$ cat config.mk
export PLATFORM = sky130hd
export DESIGN_NAME = rsa_job_arbiter
export DESIGN_NICKNAME = d
export VERILOG_FILES = /design/src/rtl/rsa_job_arbiter.sv
export SDC_FILE = /design/constraint.sdc
export NUM_CORES = 1
export LEC_CHECK = 0
export BUFFER_PORTS_ARGS = -buffer_cell sky130_fd_sc_hd__buf_4
export CORE_AREA = 2 2 103 105
export CTS_CLUSTER_DIAMETER = 60
export DETAILED_ROUTE_END_ITERATION = 10
export DIE_AREA = 0 0 105 107
export PLACE_DENSITY_LB_ADDON = 0.25
export SLEW_MARGIN = 40
export SYNTH_ARGS = -nofsm -noshare
export SYNTH_HDL_FRONTEND = slang
export SYNTH_SLANG_ARGS = --single-unit
$ cat constraint.sdc
create_clock -name clk -period 6.6 [get_ports clk]
set_input_delay 1.65 -clock clk [delete_from_list [all_inputs] [get_ports clk]]
set_output_delay 1.65 -clock clk [all_outputs]
set_load 0.01 [all_outputs]
$ cat src/rtl/rsa_job_arbiter.sv
`default_nettype none
// ============================================================================
// Module      : rsa_job_arbiter
// Description : Round-robin job scheduler sharing one streaming RSA/Montgomery
//               engine among NREQ requesters. Grants one requester per job,
//               pulses the engine start, forwards IN_WORDS operands, returns
//               OUT_WORDS results and releases the grant. A watchdog aborts
//               jobs that stop handshaking.
// Revision    : 1.0 - initial release
// ============================================================================
module rsa_job_arbiter #(
    parameter int FDW       = 32,
    parameter int NREQ      = 4,
    parameter int IN_WORDS  = 64,
    parameter int OUT_WORDS = 64,
    parameter int CW        = 8,
    parameter int TMO_CYC   = 4096
) (
    input  logic                clk,
    input  logic                rst,
    input  logic                clr,
    input  logic [NREQ-1:0]     req,
    output logic [NREQ-1:0]     gnt,
    input  logic [NREQ-1:0]     req_vld,
    input  logic [NREQ*FDW-1:0] req_din,
    output logic [NREQ-1:0]     req_rdy,
    output logic [NREQ-1:0]     resp_vld,
    output logic [FDW-1:0]      resp_dout,
    input  logic [NREQ-1:0]     resp_rdy,
    output logic [NREQ-1:0]     done,
    output logic                err,
    output logic [2:0]          err_id,
    output logic                eng_start,
    input  logic                eng_rdy,
    output logic                eng_vld,
    output logic [FDW-1:0]      eng_din,
    output logic                eng_out_rdy,
    input  logic                eng_out_vld,
    input  logic [FDW-1:0]      eng_out_dout
);

    // Watchdog counter is wide enough to hold TMO_CYC-1 for any TMO_CYC
    localparam int            c_wdw      = $clog2(TMO_CYC + 1);
    localparam logic [CW-1:0] c_in_last  = CW'(IN_WORDS - 1);
    localparam logic [CW-1:0] c_out_last = CW'(OUT_WORDS - 1);
    localparam logic [c_wdw-1:0] c_wd_last = c_wdw'(TMO_CYC - 1);

    typedef enum logic [2:0] {
        S_IDLE  = 3'd0,
        S_START = 3'd1,
        S_LOAD  = 3'd2,
        S_DRAIN = 3'd3,
        S_DONE  = 3'd4
    } state_t;

    state_t           r_state;
    state_t           w_state_nxt;
    logic [2:0]       r_g;
    logic [2:0]       r_ptr;
    logic [2:0]       w_win;
    logic             w_found;
    logic [CW-1:0]    r_cnt;
    logic [c_wdw-1:0] r_wd;
    logic [NREQ-1:0]  w_gsel;
    logic             w_sel_vld;
    logic             w_sel_resp_rdy;
    logic [FDW-1:0]   w_sel_din;
    logic             w_xfer_in;
    logic             w_xfer_out;
    logic             w_abort;
    logic             w_clear;

    // clr behaves exactly like rst
    assign w_clear = rst | clr;

    // Decode the granted index into a one-hot mask and select its streams
    always_comb begin
        w_gsel         = '0;
        w_sel_vld      = 1'b0;
        w_sel_resp_rdy = 1'b0;
        w_sel_din      = '0;
        for (int i = 0; i < NREQ; i++) begin
            if (r_g == 3'(i)) begin
                w_gsel[i]      = 1'b1;
                w_sel_vld      = req_vld[i];
                w_sel_resp_rdy = resp_rdy[i];
                w_sel_din      = req_din[i*FDW +: FDW];
            end
        end
    end

    // Round-robin pick: first requester set, scanning upward from ptr+1 with wrap
    always_comb begin
        w_found = 1'b0;
        w_win   = r_ptr;
        for (int k = 1; k <= NREQ; k++) begin
            for (int i = 0; i < NREQ; i++) begin
                if (!w_found && req[i] && (((int'(r_ptr) + k) % NREQ) == i)) begin
                    w_found = 1'b1;
                    w_win   = 3'(i);
                end
            end
        end
    end

    // Next-state logic and all outputs; everything is zero outside a job
    always_comb begin
        w_state_nxt = r_state;
        w_xfer_in   = 1'b0;
        w_xfer_out  = 1'b0;
        w_abort     = 1'b0;
        gnt         = '0;
        req_rdy     = '0;
        resp_vld    = '0;
        resp_dout   = '0;
        done        = '0;
        err         = 1'b0;
        err_id      = '0;
        eng_start   = 1'b0;
        eng_vld     = 1'b0;
        eng_din     = '0;
        eng_out_rdy = 1'b0;
        case (r_state)
            S_IDLE: begin
                if (w_found) begin
                    w_state_nxt = S_START;
                end
            end
            S_START: begin
                gnt         = w_gsel;
                eng_start   = 1'b1;
                w_state_nxt = S_LOAD;
            end
            S_LOAD: begin
                gnt       = w_gsel;
                eng_vld   = w_sel_vld;
                eng_din   = w_sel_din;
                req_rdy   = w_gsel & {NREQ{eng_rdy}};
                w_xfer_in = w_sel_vld & eng_rdy;
                if (w_xfer_in) begin
                    if (r_cnt == c_in_last) begin
                        w_state_nxt = S_DRAIN;
                    end
                end else if (r_wd == c_wd_last) begin
                    w_abort     = 1'b1;
                    w_state_nxt = S_IDLE;
                end
            end
            S_DRAIN: begin
                gnt         = w_gsel;
                eng_out_rdy = w_sel_resp_rdy;
                resp_vld    = w_gsel & {NREQ{eng_out_vld}};
                resp_dout   = eng_out_dout;
                w_xfer_out  = eng_out_vld & w_sel_resp_rdy;
                if (w_xfer_out) begin
                    if (r_cnt == c_out_last) begin
                        w_state_nxt = S_DONE;
                    end
                end else if (r_wd == c_wd_last) begin
                    w_abort     = 1'b1;
                    w_state_nxt = S_IDLE;
                end
            end
            S_DONE: begin
                gnt         = w_gsel;
                done        = w_gsel;
                w_state_nxt = S_IDLE;
            end
            default: begin
                w_state_nxt = S_IDLE;
            end
        endcase
        // An abort releases the grant next cycle and never produces done
        if (w_abort) begin
            err    = 1'b1;
            err_id = r_g;
        end
    end

    // State register
    always_ff @(posedge clk) begin
        if (w_clear) begin
            r_state <= S_IDLE;
        end else begin
            r_state <= w_state_nxt;
        end
    end

    // Granted index and round-robin pointer, updated only on an IDLE decision
    always_ff @(posedge clk) begin
        if (w_clear) begin
            r_g   <= '0;
            r_ptr <= 3'(NREQ - 1);
        end else if ((r_state == S_IDLE) && w_found) begin
            r_g   <= w_win;
            r_ptr <= w_win;
        end
    end

    // Word counter and watchdog; both restart on every state change
    always_ff @(posedge clk) begin
        if (w_clear) begin
            r_cnt <= '0;
            r_wd  <= '0;
        end else begin
            if (r_state != w_state_nxt) begin
                r_cnt <= '0;
            end else if (w_xfer_in || w_xfer_out) begin
                r_cnt <= r_cnt + CW'(1);
            end

            if ((r_state != w_state_nxt) || w_xfer_in || w_xfer_out) begin
                r_wd <= '0;
            end else if ((r_state == S_LOAD) || (r_state == S_DRAIN)) begin
                r_wd <= r_wd + c_wdw'(1);
            end else begin
                r_wd <= '0;
            end
        end
    end

endmodule
`default_nettype wire
==> results.sh <==
export IMPL_grt_pass1_vias=3282
export IMPL_maxCapViolations=0
export IMPL_totalWireLength_um=12290
export IMPL_hold_viol=0
export IMPL_synth_area_leaders="mux4_2 (27%), dfxtp_1 (20%), and2_1 (14%)"
export IMPL_clk_path_buf_depth=2
export IMPL_track_usage_pct=21.21
export IMPL_die_x_um=105
export IMPL_grt_pass1_wl_um=18770
export IMPL_r2r_start="r_g[0]$_SDFFE_PP0P_"
export IMPL_leakage_nw=2.231
export IMPL_synthFlopType="dfxtp_1"
export IMPL_wire_per_inst_um=17.56
export IMPL_slew_headroom_pct=50.98
export IMPL_crit_fanout=5
export IMPL_vias=3396
export IMPL_io_buffers=262
export IMPL_diodes=0
export IMPL_drt_iter0_markers=133
export IMPL_ant_nets=0
export IMPL_placed_cells=696
export IMPL_finalSetupViolations=0
export IMPL_syn_nets=498
export IMPL_required_ns=4.95
export IMPL_yosysTopAreaCellShare_pct=26.75
export IMPL_ys_types=49
export IMPL_clk_pin_slew_ns=0.09
export IMPL_start_kind="primary input"
export IMPL_fmax_mhz=230.6
export IMPL_final_nets=744
export IMPL_ctsResizeCount=0
export IMPL_peakVddDrop_uv=86.54
export IMPL_fin_setup_tns_ns=0
export IMPL_dieArea_um2=11240
export IMPL_yosys_warnings=0
export IMPL_postCtsSetupBuffers=0
export IMPL_arrival_ns=2.69
export IMPL_pin_count=264
export IMPL_syn_to_final_growth_pct=74.34
export IMPL_h_tree_depth=1
export IMPL_cts_hold_buf=0
export IMPL_skew_ns=0.01095
export IMPL_fill_cells=979
export IMPL_core_um2=10090
export IMPL_synthCells=319
export IMPL_path_class="primary input to output pin"
export IMPL_r2r_slack_ns=3.86
export IMPL_ys_seq_area_share_pct=19.58
export IMPL_final_cells=700
export IMPL_cts_buffers=3
export IMPL_hp_class="flip-flop to flip-flop"
export IMPL_firstDrtPassIters=4
export IMPL_gp_congestion=0.9364
export IMPL_insertion_delay_ns=0.28
export IMPL_r2r_end="r_wd[12]$_SDFF_PP0_"
export IMPL_timing_final_crit_share_pct=65.71
export IMPL_crit_start="resp_rdy[3]"
export IMPL_avgSynthCellArea_um2=8.974
export IMPL_post_dp_hpwl_um=10430
export IMPL_powerDensity_nw_per_um2=99.21
export IMPL_synth_edf_count=0
export IMPL_cts_root_buffer="clkbuf_8"
export IMPL_fp_row_count=37
export IMPL_ys_ff_latch=28
export IMPL_grt_overflow_total=0
export IMPL_cts_tree="done"
export IMPL_cts_num_sinks=28
export IMPL_status="finished, final reports clean"
export IMPL_syn_cell_area_um2=2863
export IMPL_initial_core_util_pct=28.37
export IMPL_crit_path_end_kind="output pin"
export IMPL_drc=0
export IMPL_synthArstFlopShare_pct=0
export IMPL_synth_most_common_cell="and2_1"
export IMPL_worstMarginPinSlew_ns=0.7254
export IMPL_grt_antenna_before_repair=0
export IMPL_detail_route_vias_per_cell=4.851
export IMPL_post_route_min_period_ns=4.337
export IMPL_crit_end="eng_out_rdy"
export IMPL_final_max_slew_viol_count=0
export IMPL_rr_worst_depth=6
export IMPL_grt_max_degree=48
export IMPL_synth_common_cells="and2_1 (66), nor2_1 (51), mux4_2 (34), dfxtp_1 (28)"
export IMPL_yosysTopAreaCell="mux4_2"
export IMPL_die_h_um=107
export IMPL_rsz0062_at_grt="no"
export IMPL_drive_above_1_share_pct=55.32
==> state kept, by name (all words and copies together), names as in the netlist <==
signal,count
r_wd,13
r_cnt,8
r_state,3
r_g,2
r_ptr,2
==> critical path: stages <==
cell and delay, ns:
buf_4 0.11, mux4_2 0.56, and2_1 0.21, buf_4 0.15
==> kinds of logic (layout without fill, tap and decap cells) <==
kind of cell | after synthesis | count (layout) | share of synthesized area [%]
mux | 40 | 40 | 28.85
other cells | 1 | 1 | 0.1310
xor+xnor | 18 | 18 | 5.507
buf+inv | 28 | 273 | 4.502
fa+ha+maj | 2 | 2 | 0.8740
simple gates | 177 | 177 | 33.79
compound gates | 25 | 25 | 6.775
flops | 28 | 28 | 19.58
==> per-layer routing <==
metal  global-route usage (%)  wire [um]  up-vias
met4                    4.952        201        0
met2                    38.36       6432      120
met3                    4.255        773       14
li1                         -          -     1627
met5                        0          0        -
met1                    25.89       4885     1635
==> worst min-delay path by stage <==
stage | start | end | depth (start not counted)
floorplan | r_wd[0]$_SDFF_PP0_ | r_wd[0]$_SDFF_PP0_ | 1
global placement | r_wd[0]$_SDFF_PP0_ | r_wd[0]$_SDFF_PP0_ | 1
detailed placement | r_wd[0]$_SDFF_PP0_ | r_wd[0]$_SDFF_PP0_ | 1
CTS | r_wd[0]$_SDFF_PP0_ | r_wd[0]$_SDFF_PP0_ | 1
global route | r_wd[0]$_SDFF_PP0_ | r_wd[0]$_SDFF_PP0_ | 1
finish | r_wd[0]$_SDFF_PP0_ | r_wd[0]$_SDFF_PP0_ | 1
==> cells in the final DEF, fill, tap and decap left out, drive strengths merged, types with 4 or more instances in the layout <==
cell type and count:
buf 264, xor2 5, inv 5, nor2 51
nor4 4, nor3 9, nand2b 7, and2 66
mux4 34, dfxtp 28, xnor2 13, o21ai 7
nand3 10, mux2i 6, nand2 11
==> stage by stage <==
stage | utilization, % | power [mW] | setup slack, ns | area (um2) | hold WS [ns]
CTS | 49.45 | 0.5007 | 2.266 | 4991 | 0.4817
floorplan | - | 0.2603 | 2.564 | 2863 | 0.4259
detailed placement | 48.75 | 0.3643 | 2.266 | 4920 | 0.4596
finish | 49.45 | 0.4952 | 2.263 | 4991 | 0.4740
global route | 49.45 | 0.5205 | 2.202 | 4991 | 0.4933
global placement | 48.65 | 0.3606 | 2.280 | 4910 | 0.4404
==> area by class of cell <==
cell class                 count  area (um2)  share of cell area [%]
multi-input combinational    263        2183                   43.75
timing repair buffer         264        1982                   39.71
sequential                    28       565.5                   11.33
tap                          136       170.2                   3.409
clock buffer                   3       41.29                  0.8273
clock inverter                 1       30.03                  0.6017
inverter                       5       18.77                  0.3760
==> where the power goes <==
group / switching (mW) / internal (mW) / total [mW] / leakage [nW]
Combinational: 0.0561 / 0.121 / 0.178 / 1.97
Sequential: 0.0112 / 0.171 / 0.182 / 0.227
Clock: 0.0540 / 0.0813 / 0.135 / 0.0357
Note: power is estimated with default switching activity, not from simulation.
